## src/rtl/fetch_pc.sv

```systemverilog
// fetch_pc: program-counter and fetch-control stage feeding the instruction memory.
// Holds the fetch PC and advances it one word per cycle. It redirects the PC on
// branch/jump, freezes it on stall, and tracks the PC and valid flag of the word
// now on the registered output of the memory.
//
// Ports:
//   clk            clock, all state updates on posedge
//   rst            synchronous active-high reset
//   stall          hold the current PC (a redirect overrides it)
//   branch         taken-branch redirect from execute (highest priority after rst)
//   branch_target  absolute word address for branch
//   jump           jump redirect from decode
//   jump_target    absolute word address for jump
//   pc             fetch PC presented to the instruction memory
//   pc_d           PC of the word currently on the memory output
//   fetch_valid    memory output word is a real fetch, not a flush bubble
//   fetch_count    valid fetches delivered      (H2BP_FETCH_PERF_EN only)
//   redirect_count redirect cycles taken        (H2BP_FETCH_PERF_EN only)
//
// Optional feature macro: H2BP_FETCH_PERF_EN enables the performance counters.

module fetch_pc #(
    parameter logic [31:0] RESET_PC = 32'd0,
    parameter logic [31:0] PC_STEP  = 32'd1
`ifdef H2BP_FETCH_PERF_EN
    ,
    parameter int unsigned CNT_W    = 32
`endif
) (
    input  logic              clk,
    input  logic              rst,
    input  logic              stall,
    input  logic              branch,
    input  logic [31:0]       branch_target,
    input  logic              jump,
    input  logic [31:0]       jump_target,
    output logic [31:0]       pc,
    output logic [31:0]       pc_d,
    output logic              fetch_valid
`ifdef H2BP_FETCH_PERF_EN
    ,
    output logic [CNT_W-1:0]  fetch_count,
    output logic [CNT_W-1:0]  redirect_count
`endif
);

    logic        redirect;
    logic [31:0] pc_next;

    // Next-PC selection: branch > jump > stall > sequential (rst handled in the register).
    always_comb begin
        redirect = branch || jump;
        pc_next  = pc + PC_STEP;
        if (branch) begin
            pc_next = branch_target;
        end else if (jump) begin
            pc_next = jump_target;
        end else if (stall) begin
            pc_next = pc;
        end
    end

    // PC register plus alignment tracking for the memory's registered output.
    // On a plain stall the memory re-presents the same word, so pc_d holds too.
    always_ff @(posedge clk) begin
        if (rst) begin
            pc          <= RESET_PC;
            pc_d        <= RESET_PC;
            fetch_valid <= 1'b0;
        end else begin
            pc          <= pc_next;
            fetch_valid <= !redirect;
            if (redirect || !stall) begin
                pc_d <= pc;
            end
        end
    end

`ifdef H2BP_FETCH_PERF_EN
    // Performance counters, free-running and wrapping at 2^CNT_W.
    always_ff @(posedge clk) begin
        if (rst) begin
            fetch_count    <= '0;
            redirect_count <= '0;
        end else begin
            if (fetch_valid && !stall) begin
                fetch_count <= fetch_count + CNT_W'(1);
            end
            if (redirect) begin
                redirect_count <= redirect_count + CNT_W'(1);
            end
        end
    end
`else
    // Performance counters absent in this build.
`endif

endmodule
```

## config.mk

```make
export PLATFORM = sky130hd
export DESIGN_NAME = fetch_pc
export DESIGN_NICKNAME = d
export VERILOG_FILES = /design/src/rtl/fetch_pc.sv
export SDC_FILE = /design/constraint.sdc
export NUM_CORES = 1
export LEC_CHECK = 0
export CAP_MARGIN = 40
export CELL_PAD_IN_SITES_DETAIL_PLACEMENT = 1
export CELL_PAD_IN_SITES_GLOBAL_PLACEMENT = 1
export CORE_AREA = 2 2 107 109
export CTS_BUF_LIST = sky130_fd_sc_hd__clkbuf_4 sky130_fd_sc_hd__clkbuf_8 sky130_fd_sc_hd__clkbuf_16
export DETAILED_ROUTE_END_ITERATION = 8
export DIE_AREA = 0 0 109 111
export PLACE_DENSITY = 0.94
export SYNTH_ARGS = -nofsm -noshare
export SYNTH_HDL_FRONTEND = slang
export SYNTH_SLANG_ARGS = --single-unit
```

## constraint.sdc

```tcl
create_clock -name clk -period 4.14 [get_ports clk]
set_input_delay 0.828 -clock clk [delete_from_list [all_inputs] [get_ports clk]]
set_output_delay 0.828 -clock clk [all_outputs]
set_load 0.01 [all_outputs]
```

==> metrics.json <==
{
  "grt_overflow": 0,
  "drt_first_pass_iters": 4,
  "clockBufferDepth": 2,
  "cellLeakagePower_nw": 1.824,
  "drive_above_1_share": 0.06336,
  "dr_total_vias": 4181,
  "grt_first_pass_wirelength_um": 22960,
  "area_delta_synth_final_pct": 49.49,
  "setup.worst_path.start": "stall",
  "layout.cell_area.non_filler_um2": 5273,
  "path_class_of_the_lowest_slack_min_delay_path": "reg -> reg",
  "synthesis.yosys.warnings": 0,
  "timing.slew.headroom": 0.4106,
  "fill_cells": 1321,
  "hold_viol_final": 0,
  "timing.final.crit_period_ns": 2.790,
  "ys_seq_area_frac": 0.3689,
  "final.setup_skew_ns": 0.005607,
  "worst-endpoint-arrival_ns": 3.01,
  "comb_power_share": 0.175,
  "syn-cell-area_um2": 3527,
  "pin_count_of_the_biggest_net_entering_global_routing": 40,
  "switchingPower_w": 0.0005206,
  "antenna_violating_nets_post_route": 0,
  "ys_types": 57,
  "fp.dieArea_um2": 12100,
  "cts.hold.buffers_added": 0,
  "ff2ff_path_depth": 6,
  "rows": 39,
  "track_usage": 0.2424,
  "core_um2": 11080,
  "hold_start": "pc_d[10]",
  "timing.max_cap.violations": 0,
  "start_of_the_worst_register_to_register_path": "pc[0]",
  "final_nets": 649,
  "synth-seq-cells": 65,
  "antenna_cells": 0,
  "post_synth.cell_area_avg_um2": 7.553,
  "num_io_pins": 134,
  "pwr-share-seq": 0.372,
  "cts_repair_resize_count": 0,
  "multi_input_gate_area_um2": 2037,
  "postPlaceCellArea_um2": 4928,
  "htreeDepth": 3,
  "ys_async_sr_fraction": 0,
  "holdPathStages": 2,
  "cts_made_buffers": 9,
  "sinks_on_the_clock_net": 65,
  "grt_setup_unrepaired": "no",
  "hpwlAfterDp_um": 10330,
  "p_int_w": 0.001438,
  "drtIter0Drc": 255,
  "floorplan.die.height_um": 111,
  "portBuffers": 133,
  "setup.worst_path.end_class": "flop",
  "cp_max_fo": 16,
  "dominant_cell_type_by_area_after_synthesis": "dfxtp_1",
  "fmax_mhz": 358.4,
  "vias_per_cell": 5.751,
  "finalWeightedCongestion": 0.9265,
  "number_of_antenna_violations_at_the_first_check_in_global_routing": 0,
  "clock_insertion_delay_worst_skew_ns": 0.34,
  "path_class": "in -> reg",
  "synth_edf_count": 0,
  "period_utilization_post_route": 0.6739,
  "cts.reportedPaths.clkPinSlew_ns": 0.06,
  "power_per_cell_area_nw_per_um2": 371.4,
  "synth_top_area_share": 0.3689,
  "most_instantiated_flip_flop_cell_in_the_synthesis_netlist": "dfxtp_1",
  "setup-tns-final_ns": 0,
  "synthesis.instances": 467,
  "post_synth_main_area_contributors": "dfxtp_1 (37%), nand2_1 (9.8%), a21oi_1 (8.4%)",
  "ff2ff_setup_slack_ns": 1.86,
  "start_util": 0.3184,
  "slew_violations": 0,
  "ir_drop_v": 0.0001736,
  "report.final.setup_viol": 0,
  "worstMarginPinSlew_ns": 0.8840,
  "critPathLaunchType": "input pin",
  "power_frac_clock": 0.453,
  "netSwitchingFraction": 0.2658,
  "synth_most_common_cell": "nand2_1",
  "ys_top_cells_by_count": "nand2_1 (92), dfxtp_1 (65), a21oi_1 (59)",
  "hold_end": "pc_d[10]",
  "drc": 0,
  "routed_wl_um": 14530,
  "fp.dieW_um": 109,
  "wl_per_cell_um": 19.99,
  "clock_tree_from_tritoncts": "built",
  "worstPathRequired_ns": 4.36,
  "rr_endpoint": "pc[18]",
  "seq_area_um2": 1301,
  "cts.root.buffer_cell": "clkbuf_16",
  "grt_pass1_vias": 4470,
  "mappedNetlistNets": 537,
  "postCtsSetupRepairBufs": 0,
  "status": "completed"
}
==> cell usage in the layout (no fill, tap or decap), types with 7 or more instances in the layout <==
| cell type | netlist | final |
|---|---|---|
| a211oi_1 | 14 | 14 |
| a21oi_1 | 59 | 59 |
| buf_4 | 0 | 7 |
| clkbuf_16 | 0 | 9 |
| clkdlybuf4s50_1 | 0 | 131 |
| dfxtp_1 | 65 | 65 |
| inv_1 | 10 | 10 |
| nand2_1 | 92 | 91 |
| nand3_1 | 15 | 15 |
| nand4_1 | 9 | 9 |
| nor2_1 | 23 | 23 |
| nor3_1 | 13 | 13 |
| nor4_1 | 7 | 7 |
| o21ai_0 | 16 | 16 |
| o22ai_1 | 11 | 11 |
| xor2_1 | 7 | 7 |
==> through the flow <==
step	cells	setup slack [ns]	total power [W]	util	hold slack (ns)
floorplan	467	1.947	0.0008766	-	0.4761
global placement	711	1.131	0.001062	0.4449	0.4386
detailed placement	711	1.052	0.001077	0.4449	0.4488
CTS	727	1.378	0.001965	0.4760	0.4566
global route	727	1.182	0.002027	0.4760	0.4793
finish	727	1.350	0.001958	0.4760	0.4538
==> area by class of cell <==
| type | count | share of cell area |
|---|---|---|
| Tap cell | 143 | 0.03393 |
| Timing Repair Buffer | 140 | 0.2606 |
| Clock inverter | 7 | 0.02254 |
| Multi-Input combinational cell | 353 | 0.3863 |
| Clock buffer | 9 | 0.04271 |
| Inverter | 10 | 0.007119 |
| Sequential cell | 65 | 0.2468 |
==> how the worst max path moves through the flow <==
stage | endpoint | slack, ns | cells past startpoint
2_1_floorplan | pc[1] | 1.95 | 7
3_3_place_gp | pc[18] | 1.13 | 5
3_5_place_dp | pc[18] | 1.05 | 5
4_1_cts | pc[18] | 1.38 | 5
5_1_grt | pc[18] | 1.18 | 5
6_report | pc[18] | 1.35 | 5
==> per-layer routing <==
layer,GRT usage,vias up,wire [µm]
li1,-,1946,-
met1,0.2966,2034,5832
met2,0.4041,166,7355
met3,0.05585,35,960
met4,0.09915,0,384
met5,0,-,0
==> flip-flops by register name, summed over array words and instances (netlist names) <==
register / flops
pc: 32
pc_d: 32
fetch_valid: 1
==> cell families after synthesis <==
kind of cell	synth area share
AND/OR/NAND/NOR	0.2675
AO/OA/AOI/OAI	0.2639
flip-flops	0.3689
buffers and inverters	0.05463
XOR/XNOR	0.02731
multiplexers	0.01419
adder cells (fa/ha/maj)	0.003547
==> power groups by stage <==
stage | combinational [W] | sequential, W | clock, W
final | 0.000343 | 0.000728 | 0.000888
after CTS | 0.000342 | 0.000726 | 0.000897
after floorplan | 0.000141 | 0.000735 | 0
after global routing | 0.000370 | 0.000733 | 0.000923
after global placement | 0.000326 | 0.000736 | 0
after detailed placement | 0.000338 | 0.000740 | 0
==> critical path, cell delays in order <==
cell and delay, ns:
clkdlybuf4s50_1 0.87, nor2b_1 0.54, or2_2 0.29, a211oi_1 0.06, a2111oi_0 0.41
(Power assumes the default switching activity.)
